## src/rtl/md_iter_unit_if.sv

```systemverilog
`default_nettype none
// ============================================================================
// Module   : md_iter_unit_if
// Purpose  : Request/response bundle between the EX stage and md_iter_unit.
//            master = requester (EX stage), slave = multiply/divide unit.
// Revision : 1.0  initial release
// ============================================================================
interface md_iter_unit_if #(
   parameter int WIDTH = 32
);
   logic                   start_i;
   logic [1:0]             op_i;
   logic [WIDTH-1:0]       opdata1_i;
   logic [WIDTH-1:0]       opdata2_i;
   logic                   annul_i;
   logic                   busy_o;
   logic                   ready_o;
   logic [2*WIDTH-1:0]     result_o;

   modport master (
      output start_i, op_i, opdata1_i, opdata2_i, annul_i,
      input  busy_o, ready_o, result_o
   );

   modport slave (
      input  start_i, op_i, opdata1_i, opdata2_i, annul_i,
      output busy_o, ready_o, result_o
   );
endinterface
`default_nettype wire

```

## src/rtl/md_iter_unit.sv

```systemverilog
`default_nettype none
// ============================================================================
// Module   : md_iter_unit
// Purpose  : Iterative signed/unsigned multiply/divide unit for the EX stage.
//            Radix-2 shift-add multiply, restoring divide, one bit per cycle.
//            Result is {hi, lo}: product, or {remainder, quotient}.
// Options  : MD_FAST_MUL_EN - multiplies complete in one cycle through a
//            single-cycle WIDTH x WIDTH multiplier; divides stay iterative.
// Revision : 1.0  initial release
// ============================================================================
module md_iter_unit #(
   parameter int WIDTH = 32
) (
   input  wire logic      clk,
   input  wire logic      rst,
   md_iter_unit_if.slave  md
);

   localparam int           CW       = $clog2(WIDTH);
   localparam logic [CW-1:0] C_LAST  = CW'(WIDTH - 1);

   localparam logic [1:0]   S_IDLE   = 2'd0;
   localparam logic [1:0]   S_CALC   = 2'd1;
   localparam logic [1:0]   S_DONE   = 2'd2;

   // Architectural state
   logic [1:0]             state_q,  state_d;
   logic                   busy_q,   busy_d;
   logic                   ready_q,  ready_d;
   logic [2*WIDTH-1:0]     result_q, result_d;
   logic [CW-1:0]          cnt_q,    cnt_d;
   // acc_q: multiply = {partial product, remaining multiplier bits}
   //        divide   = low half holds dividend bits shifting into quotient
   logic [2*WIDTH-1:0]     acc_q,    acc_d;
   logic [WIDTH:0]         rem_q,    rem_d;     // partial remainder
   logic [WIDTH-1:0]       b_q,      b_d;       // multiplicand / divisor magnitude
   logic                   is_div_q, is_div_d;
   logic                   neg_res_q, neg_res_d; // negate product / quotient
   logic                   neg_rem_q, neg_rem_d; // negate remainder (dividend sign)

   // Request decode
   logic                   w_is_div, w_a_neg, w_b_neg, w_div_zero, w_accept;
   logic [WIDTH-1:0]       w_mag_a, w_mag_b;

   assign w_is_div   = md.op_i[1];
   assign w_a_neg    = md.op_i[0] & md.opdata1_i[WIDTH-1];
   assign w_b_neg    = md.op_i[0] & md.opdata2_i[WIDTH-1];
   // Negating the most negative value wraps back to itself, which read as
   // unsigned is exactly its magnitude.
   assign w_mag_a    = w_a_neg ? -md.opdata1_i : md.opdata1_i;
   assign w_mag_b    = w_b_neg ? -md.opdata2_i : md.opdata2_i;
   assign w_div_zero = w_is_div & (md.opdata2_i == '0);
   assign w_accept   = (state_q == S_IDLE) & md.start_i & ~md.annul_i;

   // One multiply step: add multiplicand to upper half if LSB set, shift right
   logic [WIDTH:0]         w_mul_sum;
   logic [2*WIDTH-1:0]     w_mul_next;
   assign w_mul_sum  = {1'b0, acc_q[2*WIDTH-1:WIDTH]} + (acc_q[0] ? {1'b0, b_q} : '0);
   assign w_mul_next = {w_mul_sum, acc_q[WIDTH-1:1]};

   // One restoring-divide step: shift next dividend bit in, trial subtract
   logic [WIDTH:0]         w_shift;
   logic [WIDTH+1:0]       w_trial;
   logic                   w_fits;
   logic [WIDTH:0]         w_rem_next;
   logic [WIDTH-1:0]       w_quo_next;
   assign w_shift    = {rem_q[WIDTH-1:0], acc_q[WIDTH-1]};
   assign w_trial    = {1'b0, w_shift} - {2'b00, b_q};
   assign w_fits     = ~w_trial[WIDTH+1];
   assign w_rem_next = w_fits ? w_trial[WIDTH:0] : w_shift;
   assign w_quo_next = {acc_q[WIDTH-2:0], w_fits};

   // Sign fix-up applied on the final iteration
   logic [2*WIDTH-1:0]     w_prod_fix, w_calc_result;
   logic [WIDTH-1:0]       w_quo_fix, w_rem_fix;
   assign w_prod_fix    = neg_res_q ? -w_mul_next : w_mul_next;
   assign w_quo_fix     = neg_res_q ? -w_quo_next : w_quo_next;
   assign w_rem_fix     = neg_rem_q ? -w_rem_next[WIDTH-1:0] : w_rem_next[WIDTH-1:0];
   assign w_calc_result = is_div_q ? {w_rem_fix, w_quo_fix} : w_prod_fix;

`ifdef MD_FAST_MUL_EN
   logic [2*WIDTH-1:0]     w_fast_prod, w_fast_fix;
   assign w_fast_prod = {{WIDTH{1'b0}}, w_mag_a} * {{WIDTH{1'b0}}, w_mag_b};
   assign w_fast_fix  = (w_a_neg ^ w_b_neg) ? -w_fast_prod : w_fast_prod;
`endif

   // Next-state and datapath update for the IDLE/CALC/DONE sequencer
   always_comb begin
      state_d   = state_q;
      cnt_d     = cnt_q;
      acc_d     = acc_q;
      rem_d     = rem_q;
      b_d       = b_q;
      is_div_d  = is_div_q;
      neg_res_d = neg_res_q;
      neg_rem_d = neg_rem_q;
      result_d  = result_q;
      ready_d   = 1'b0;
      case (state_q)
         S_IDLE: begin
            if (w_accept) begin
               is_div_d  = w_is_div;
               neg_res_d = w_a_neg ^ w_b_neg;
               neg_rem_d = w_a_neg;
               b_d       = w_mag_b;
               acc_d     = {{WIDTH{1'b0}}, w_mag_a};
               rem_d     = '0;
               cnt_d     = '0;
               if (w_div_zero) begin
                  state_d  = S_DONE;
                  ready_d  = 1'b1;
                  result_d = {md.opdata1_i, {WIDTH{1'b1}}};
               end
`ifdef MD_FAST_MUL_EN
               else if (!w_is_div) begin
                  state_d  = S_DONE;
                  ready_d  = 1'b1;
                  result_d = w_fast_fix;
               end
`endif
               else begin
                  state_d = S_CALC;
               end
            end
         end
         S_CALC: begin
            if (md.annul_i) begin
               state_d = S_IDLE;
               cnt_d   = '0;
            end else begin
               if (is_div_q) begin
                  acc_d = {acc_q[2*WIDTH-1:WIDTH], w_quo_next};
                  rem_d = w_rem_next;
               end else begin
                  acc_d = w_mul_next;
               end
               if (cnt_q == C_LAST) begin
                  state_d  = S_DONE;
                  ready_d  = 1'b1;
                  result_d = w_calc_result;
                  cnt_d    = '0;
               end else begin
                  cnt_d = cnt_q + 1'b1;
               end
            end
         end
         S_DONE:  state_d = S_IDLE;
         default: state_d = S_IDLE;
      endcase
      busy_d = (state_d == S_CALC);
   end

   // State registers with asynchronous clear
   always_ff @(posedge clk or posedge rst) begin
      if (rst) begin
         state_q   <= S_IDLE;
         busy_q    <= 1'b0;
         ready_q   <= 1'b0;
         result_q  <= '0;
         cnt_q     <= '0;
         acc_q     <= '0;
         rem_q     <= '0;
         b_q       <= '0;
         is_div_q  <= 1'b0;
         neg_res_q <= 1'b0;
         neg_rem_q <= 1'b0;
      end else begin
         state_q   <= state_d;
         busy_q    <= busy_d;
         ready_q   <= ready_d;
         result_q  <= result_d;
         cnt_q     <= cnt_d;
         acc_q     <= acc_d;
         rem_q     <= rem_d;
         b_q       <= b_d;
         is_div_q  <= is_div_d;
         neg_res_q <= neg_res_d;
         neg_rem_q <= neg_rem_d;
      end
   end

   assign md.busy_o   = busy_q;
   assign md.ready_o  = ready_q;
   assign md.result_o = result_q;

endmodule
`default_nettype wire
```

## src/flat_wrapper.sv

```systemverilog
// flat-port wrapper written by rule: the top's interface ports become plain ports
module md_iter_unit_flat 
#(
   parameter int WIDTH = 32
)
  (clk, rst, md_start_i, md_op_i, md_opdata1_i, md_opdata2_i, md_annul_i, md_busy_o, md_ready_o, md_result_o);
  md_iter_unit_if #(.WIDTH(WIDTH)) md_i ();
  input  wire logic clk;
  input  wire logic rst;
  input wire logic [$bits(md_i.start_i)-1:0] md_start_i;
  input wire logic [$bits(md_i.op_i)-1:0] md_op_i;
  input wire logic [$bits(md_i.opdata1_i)-1:0] md_opdata1_i;
  input wire logic [$bits(md_i.opdata2_i)-1:0] md_opdata2_i;
  input wire logic [$bits(md_i.annul_i)-1:0] md_annul_i;
  output wire logic [$bits(md_i.busy_o)-1:0] md_busy_o;
  output wire logic [$bits(md_i.ready_o)-1:0] md_ready_o;
  output wire logic [$bits(md_i.result_o)-1:0] md_result_o;
  assign md_i.start_i = md_start_i;
  assign md_i.op_i = md_op_i;
  assign md_i.opdata1_i = md_opdata1_i;
  assign md_i.opdata2_i = md_opdata2_i;
  assign md_i.annul_i = md_annul_i;
  assign md_busy_o = md_i.busy_o;
  assign md_ready_o = md_i.ready_o;
  assign md_result_o = md_i.result_o;
  md_iter_unit #(.WIDTH(WIDTH)) u_core (.clk(clk), .rst(rst), .md(md_i));
endmodule
```

## config.mk

```make
export PLATFORM = sky130hd
export DESIGN_NAME = md_iter_unit_flat
export DESIGN_NICKNAME = d
export VERILOG_FILES = /design/src/rtl/md_iter_unit_if.sv /design/src/rtl/md_iter_unit.sv /design/src/flat_wrapper.sv
export SDC_FILE = /design/constraint.sdc
export NUM_CORES = 1
export LEC_CHECK = 0
export BUFFER_PORTS_ARGS = -buffer_cell sky130_fd_sc_hd__buf_2
export CAP_MARGIN = 20
export CORE_MARGIN = 5
export CORE_UTILIZATION = 55
export CTS_BUF_LIST = sky130_fd_sc_hd__clkbuf_4
export CTS_CLUSTER_DIAMETER = 40
export CTS_CLUSTER_SIZE = 10
export DETAILED_ROUTE_END_ITERATION = 6
export GPL_ROUTABILITY_DRIVEN = 0
export GPL_TIMING_DRIVEN = 0
export PLACE_DENSITY_LB_ADDON = 0.2
export REMOVE_ABC_BUFFERS = 1
export SYNTH_ARGS = -nofsm -noshare
export SYNTH_HDL_FRONTEND = slang
export SYNTH_SLANG_ARGS = --single-unit
```

## constraint.sdc

```tcl
create_clock -name clk -period 20.8 [get_ports clk]
set_input_delay 3.12 -clock clk [delete_from_list [all_inputs] [get_ports clk]]
set_output_delay 3.12 -clock clk [all_outputs]
set_load 0.02 [all_outputs]
```

== Word level (Yosys, flattened, before mapping) ==
Cells that the tools add are included.

* Add/sub/neg operators: 8
* Eq/ne operators: 9
* Muxes and demuxes: 35
* Bitwise logic cells: 8
* Reduce and logical (&&, ||, !) cells: 9

{| class="wikitable"
|+ Operators with widths
! kind !! number
|-
| $mux 64 || 9
|-
| $mux 32 || 9
|-
| $pmux 64 s2 || 2
|-
| $neg 32->32 || 4
|-
| $neg 64->64 || 1
|-
| $pmux 32 s2 || 1
|-
| $sub 33x32->34 || 1
|-
| $add 32x33->33 || 1
|-
| $logic_not 32->1 || 1
|-
| $mux 5 || 3
|-
| $pmux 5 s2 || 1
|-
| $mux 2 || 4
|-
| $ne 2x1->1 const B || 4
|-
| $reduce_and 4->1 || 2
|-
| $add 5x1->5 const B || 1
|-
| $and 1x1->1 || 5
|-
| $eq 5x5->1 const B || 1
|-
| $reduce_and 5->1 || 1
|-
| $eq 2x1->1 const B || 2
|-
| $mux 1 || 4
|-
| $ne 2x2->1 const B || 2
|-
| $pmux 2 s2 || 1
|-
| $reduce_and 2->1 || 2
|-
| $reduce_and 3->1 || 1
|-
| 5 further kinds || 6
|}

* Register bits after elaboration: 204
* Input bits: 70
* Output and inout bits: 66
* Word-level logic and storage cells: 81

== Depth between registers and ports, before layout ==
Gate-level depths: netlist (run 1).

* Depth after elaboration: 8
* Gate-level depth with buffers: 24
* Mapped depth without buffers: 19

== Least setup slack after synthesis (run 1) ==
OpenSTA, ideal clock, no wires.

* Kind: input -> register
* Start: in md_opdata2_i[2]
* End: reg u_core.result_q[63] (netlist: u_core.md.result_o[63])
* Setup time: 0.135 ns
* Data arrival time: 6.206 ns
* Required time: 20.665 ns
* Setup slack: 14.460 ns
* Cell stages on the path: 12
* Buffers on the path: 1
* Path through: nor4_1 nand3_1 or4_1 clkbuf_1 or4_1 nor4_1 o21ai_1 nor2_2 nand2_1 or2_2 mux2i_1 a211oi_1

* Cells in the longest elaborated chain, start to end: 4

{| class="wikitable"
|+ Ends and longest elaborated chain
! element !! RTL line !! text
|-
| start: declaration || flat_wrapper.sv:13 || <nowiki>input wire logic [$bits(md_i.opdata2_i)-1:0] md_opdata2_i;</nowiki>
|-
| $logic_not 32->1 || md_iter_unit.sv:52 || <nowiki>assign w_div_zero = w_is_div & (md.opdata2_i == '0);</nowiki>
|-
| $and 1x1->1 || md_iter_unit.sv:52 ||
|-
| $ne 2x1->1 (no line) || -- ||
|-
| $reduce_and 5->1 (no line) || -- ||
|-
| end signal: assignment || md_iter_unit.sv:171 || <nowiki>result_q <= result_d;</nowiki>
|-
| end: declaration || md_iter_unit.sv:30 || <nowiki>logic [2*WIDTH-1:0] result_q, result_d;</nowiki>
|}

No other way between the ends.
A chain may end at the register's enable or synchronous reset.

== Worst setup path in the final report (run 1) ==
* Start: in md_opdata2_i[2]
* End: reg u_core.result_q[54] (netlist: u_core.md.result_o[54])

Same word-level chain as after synthesis.

==> impl_metrics.tcl, run 1 <==
set metrics [dict create \
    outcome "completed" \
    grt_pass1_vias 16700 \
    seq_power_share_pct 22.9 \
    port_buffers 135 \
    cellLeakagePower_nw 8.65 \
    start_kind "input port" \
    nFillCells 3019 \
    synth_warnings 0 \
    drive_gt1_share_pct 11.7 \
    hold_path_depth 2 \
    dp_slack_ps 12940 \
    synth_compound_area_share_pct 26.5 \
    layout.nets 2542 \
    worstPathArrival_ps 7760 \
    end_kind "register" \
    grt_use_total_pct 30.5 \
    root_buffer "clkbuf_4" \
    setup_viol 0 \
    syn_area_mm2 0.0180 \
    core_area_mm2 0.0325 \
    timing.hold.ws_ps 482 \
    drt_wl_total_um 57600 \
    fp.dieArea_mm2 0.0365 \
    wl_per_cell_um 20.0 \
    ys_ff_latch 204 \
    hp-class "reg2reg" \
    synthAdderAreaFrac_pct 5.15 \
    clock_latency_ps 740 \
    multiInputGateArea_mm2 0.0121 \
    critical_path_class "in2reg" \
    p_int_w 0.00120 \
    drt_iter0_markers 1926 \
    rsz0062_at_grt "false" \
    clk_path_buf_depth 3 \
    die_y_um 191 \
    setup_slack_ps 13690 \
    synth_edf_count 0 \
    htree_num_levels 2 \
    fin_tns_setup_ps 0 \
    synthXorXnorAreaFrac_pct 9.52 \
    synth_top_family_by_area "compound AO/OA/AOI/OAI gates" \
    critical_path.max_fanout 57 \
    rrSetupSlack_ps 14200 \
    period_needed_ps 7110 \
    total_power_w 0.00246 \
    required_ps 21450 \
    syn_to_final_growth_pct 9.50 \
    switchingPower_w 0.00126 \
    r2r-start "u_core.acc_q[31]$_DFFE_PP0P_" \
    fmax_mhz 141 \
    cts_resized 0 \
    avgSynthCellArea_um2 7.65 \
    switching_share_pct 51.3 \
    synthCells 2358 \
    dieWidth_um 191 \
    reg2reg_depth 17 \
    p_clk_share_pct 16.0 \
    cts.clk_slew.worst_paths_ps 90 \
    cts.sinks 204 \
    cap_violations 0 \
    dp_hpwl_um 44100 \
    cts_tree "yes" \
    final_common_cell "nand2_1" \
    tightestPinTransition_ps 1030 \
    cts_buffers 43 \
    grt_overflow_total 0 \
    max-vdd-ir-drop_v 0.0000869 \
    synth-simple-area-share_pct 22.0 \
    drc 0 \
    r2r-end "u_core.md.result_o[62]$_DFFE_PP0P_" \
    final_cell_mix "nand2_1, o21ai_0, nor2_1" \
    synthMuxAreaShare_pct 3.53 \
    hold_viol 0 \
    finalClockSkew_ps 46.3 \
    hold_end "u_core.b_q[14]$_DFFE_PP0P_" \
    holdCritStartpoint "u_core.b_q[14]$_DFFE_PP0P_" \
    initial_core_util_pct 55.6 \
    antenna_left 0 \
    maxSlewViolCount 0 \
    ys_seq_area_share_pct 28.3 \
    viasPerCell 6.28 \
    vias 18100 \
    register_area_mm2 0.00511 \
    power_density_mw_per_mm2 125 \
    postCtsHoldBufs 0 \
    antenna_found_initial 2 \
    placementRows 66 \
    synthArstFlopShare_pct 100 \
    dr.pass1.iters 6 \
    grt_max_degree 125 \
    ioPinCount 136 \
    grt_pass1_wl_um 89700 \
    maxSlewHeadroom_pct 30.5 \
    postCtsSetupRepairBufs 0 \
    yosys.cell_types.count 87 \
    combinationalPowerShare_pct 61.1 \
    synthFlopType "dfrtp_1" \
    finalCritPeriodShare_pct 34.2 \
]
-- worst max-delay path by stage --
stage | from | slack, ps | cells after the start | end
after global placement | rst | 9540 | 2 | u_core.b_q[20]$_DFFE_PP0P_
after detailed placement | md_opdata2_i[2] | 12940 | 14 | u_core.md.result_o[56]$_DFFE_PP0P_
after global routing | md_opdata2_i[2] | 13440 | 14 | u_core.md.result_o[54]$_DFFE_PP0P_
after CTS | md_opdata2_i[2] | 13720 | 14 | u_core.md.result_o[54]$_DFFE_PP0P_
after floorplan | rst | 12110 | 1 | u_core.acc_q[0]$_DFFE_PP0P_
final | md_opdata2_i[2] | 13690 | 14 | u_core.md.result_o[54]$_DFFE_PP0P_
-- layout make-up --
class	count	area share (%)
tap	442	2.80
clock inverter	32	1.78
clock buffer	47	1.79
sequential	204	25.9
timing repair buffer	155	5.26
antenna	3	0.0380
inverter	70	1.37
multi-input combinational	1925	61.1
-- critical path, cell delays in order --
cell and delay, ps:
buf_2 130, nor4_1 500, nand3_1 240, or4_1 700, or4_1 660, nor4_1 510, o21ai_4 250, buf_12 290
inv_2 140, buf_12 250, nand2_1 350, nor2_1 400, a221oi_1 130, o21ai_0 90
-- synthesized netlist by cell type, drive strengths merged, types with 32 or more instances --
cell    instances  area [um^2]
xor2           89          780
or3            38          238
mux2i          58          581
a21oi         157          790
buf            33          170
a211oi         32          245
o21ai         275         1380
ha             71          888
inv            68          255
nor2          210          807
nor3           62          310
xnor2         107          937
a22o           33          289
nand2         313         1170
dfrtp         204         5100
o31ai          57          438
clkbuf        126          473
-- metal layers --
metal / up-vias / wire, um / global-route usage [%]
met1: 8543 / 24400 / 40.7
met5: - / 0 / 0
met3: 127 / 4070 / 3.91
met4: 0 / 2670 / 12.8
met2: 778 / 26400 / 50.2
li1: 8639 / - / -
-- cells by family (layout without fill, tap and decap cells) --
family,count (synthesis),after routing
compound gates,758,758
xor+xnor,196,196
fa+ha+maj,73,73
buf+inv,229,304
flops,204,204
mux,63,63
other cells,0,3
simple gates,835,835
-- power groups by stage --
stage	Clock, W	Combinational [W]	Sequential [W]
2_1_floorplan	0	0.00105	0.000543
3_3_place_gp	0	0.00139	0.000576
3_5_place_dp	0	0.00145	0.000565
4_1_cts	0.000400	0.00146	0.000558
5_1_grt	0.000416	0.00163	0.000573
6_report	0.000393	0.00150	0.000564
-- per-stage QoR --
stage	util, %	instances	cell area (um^2)
after floorplan	-	2199	17400
after global routing	60.8	2876	19700
after CTS	60.7	2871	19700
final	60.8	2878	19700
after detailed placement	58.5	2792	19000
after global placement	57.4	2776	18600
-- state kept, by name (all words and copies together) (netlist names) --
name,cells
u_core.rem_q,32
u_core.neg_res_q,1
u_core.md.result_o,64
u_core.acc_q,64
u_core.md.busy_o,1
u_core.state_q,2
u_core.b_q,32
u_core.cnt_q,5
u_core.is_div_q,1
u_core.neg_rem_q,1
u_core.md.ready_o,1
Note: power is estimated with default switching activity, not from simulation.
==> run 2: changes to the inputs <==
- clock period: 20.8 -> 6.7 ns (I/O delays scaled with it)
==> run 2 against run 1 <==
Effect of this change: clock-buffer cell count did not move; global-route usage did not move; register-to-register slack got worse by 14000 ps; routed wire length barely moved; worst hold slack got worse by 130 ps; final area barely moved; non-clock buffer count did not move; sequential power rose to 3.1 times the previous value; combinational power rose to 3.1 times the previous value; core utilization barely moved; setup slack got worse by 13000 ps.
==> impl_metrics.tcl, run 2 (same netlist as run 1, synthesis figures left out) <==
set metrics [dict create \
    outcome "completed" \
    grt_pass1_vias 16700 \
    r2r-end "u_core.md.result_o[62]$_DFFE_PP0P_" \
    hp-class "in2async" \
    worstPathArrival_ps 6800 \
    cts.clk_slew.worst_paths_ps 100 \
    antenna_found_initial 2 \
    fin_tns_setup_ps 0 \
    final_common_cell "nand2_1" \
    reg2reg_depth 17 \
    final_cells 2879 \
    critical_path_class "reg2reg" \
    required_ps 7310 \
    grt_overflow_total 0 \
    dr.pass1.iters 6 \
    design_area_mm2 0.0198 \
    nFillCells 3019 \
    cts.sinks 204 \
    drt_wl_total_um 57600 \
    placementRows 66 \
    root_buffer "clkbuf_4" \
    grtUsageMet3_pct 3.91 \
    cellLeakagePower_nw 8.65 \
    finalClockSkew_ps 43.4 \
    setup_viol 0 \
    port_buffers 135 \
    drt_iter0_markers 1868 \
    use_met1_pct 40.7 \
    htree_num_levels 2 \
    layout.nets 2542 \
    dieWidth_um 191 \
    clock_latency_ps 740 \
    die_y_um 191 \
    clk_path_buf_depth 3 \
    start_kind "register" \
    hold_viol 0 \
    power_density_mw_per_mm2 387 \
    maxSlewHeadroom_pct 27.1 \
    period_needed_ps 6190 \
    dp_hpwl_um 44100 \
    initial_core_util_pct 55.6 \
    gr-usage-met2_pct 50.2 \
    syn_to_final_growth_pct 9.55 \
    core_area_mm2 0.0325 \
    dp_slack_ps 377 \
    end_kind "register" \
    grt_pass1_wl_um 89700 \
    ioPinCount 136 \
    gr-max-usage-layer "met2" \
    maxSlewViolCount 0 \
    setup_slack_ps 506 \
    finalCritPeriodShare_pct 92.5 \
    critical_path.max_fanout 27 \
    cts_tree "yes" \
    cap_violations 0 \
    fp.dieArea_mm2 0.0365 \
    grt_max_degree 125 \
    rsz0062_at_grt "false" \
    drc 0 \
    cts_buffers 43 \
    utilization_pct 60.9 \
    tightestPinTransition_ps 1080 \
    postCtsSetupRepairBufs 0 \
    grt_use_total_pct 30.5 \
    startpoint "u_core.acc_q[31]$_DFFE_PP0P_" \
    placed_cell_area_mm2 0.0190 \
    viasPerCell 6.34 \
    final_cell_mix "nand2_1, o21ai_0, nor2_1" \
    max-vdd-ir-drop_v 0.000268 \
    drive_gt1_share_pct 11.8 \
    rrSetupSlack_ps 510 \
    antenna_left 0 \
    vias 18200 \
    placed_cells 2792 \
    r2r-start "u_core.acc_q[31]$_DFFE_PP0P_" \
    wl_per_cell_um 20.0 \
    fmax_mhz 161 \
]
[run 2: cell count changes in the layout (fill, tap and decap cells not counted), sizes merged]
| cell | delta |
|---|---|
| diode | +1 |
[run 2: critical path: stages, from the launching register on]
cell	delay (ps)
dfrtp_1	490
inv_1	240
ha_1	250
nand2b_1	170
a211oi_2	160
o211a_1	310
o31ai_2	690
nand2_2	510
buf_12	340
o21ai_0	470
ha_1	350
nor4b_2	500
nand4_1	160
a22o_1	280
nand3b_1	210
o31ai_1	340
mux2i_1	470
o31ai_1	140
[run 2: how the worst max path moves through the flow]
stage | slack [ps] | to | cells after the start
floorplan | 130 | u_core.acc_q[0]$_DFFE_PP0P_ | 1
CTS | 350 | u_core.md.result_o[62]$_DFFE_PP0P_ | 17
global route | 290 | u_core.md.result_o[62]$_DFFE_PP0P_ | 17
finish | 510 | u_core.md.result_o[62]$_DFFE_PP0P_ | 17
detailed placement | 380 | u_core.md.result_o[62]$_DFFE_PP0P_ | 17
global placement | -2440 | u_core.b_q[20]$_DFFE_PP0P_ | 2
[run 2: metal layers]
layer	wire (um)	share of wire [%]	up-vias
met3	4560	7.9	129
met2	26500	46	853
met5	0	0	-
met1	23900	41	8624
met4	2620	4.5	0
li1	-	-	8635
[run 2: repair_timing]
item / 4_1_cts / 5_1_grt
gates resized for setup: 0 / 1
endpoints found under the hold margin: 0 / 0
endpoints found under the setup margin: 0 / 2
hold buffers: 0 / 0
[run 2: report_power, final]
group          switching, W  internal, W
combinational       0.00297      0.00169
clock              0.000615     0.000607
sequential         0.000329      0.00142
[run 2: area by class of cell]
class / instances / area [um^2] / share of cell area (%)
multi-input combinational: 1925 / 12100 / 61.1
sequential: 204 / 5110 / 25.9
timing repair buffer: 155 / 1040 / 5.26
tap: 442 / 553 / 2.80
clock buffer: 47 / 353 / 1.79
clock inverter: 32 / 352 / 1.78
inverter: 70 / 270 / 1.37
antenna: 4 / 10.0 / 0.0507
[run 2: metrics by stage]
stage / hold WS (ps) / power, W
4_1_cts: 343 / 0.00750
3_3_place_gp: 454 / 0.00610
5_1_grt: 386 / 0.00815
3_5_place_dp: 462 / 0.00627
2_1_floorplan: 450 / 0.00495
6_report: 349 / 0.00764
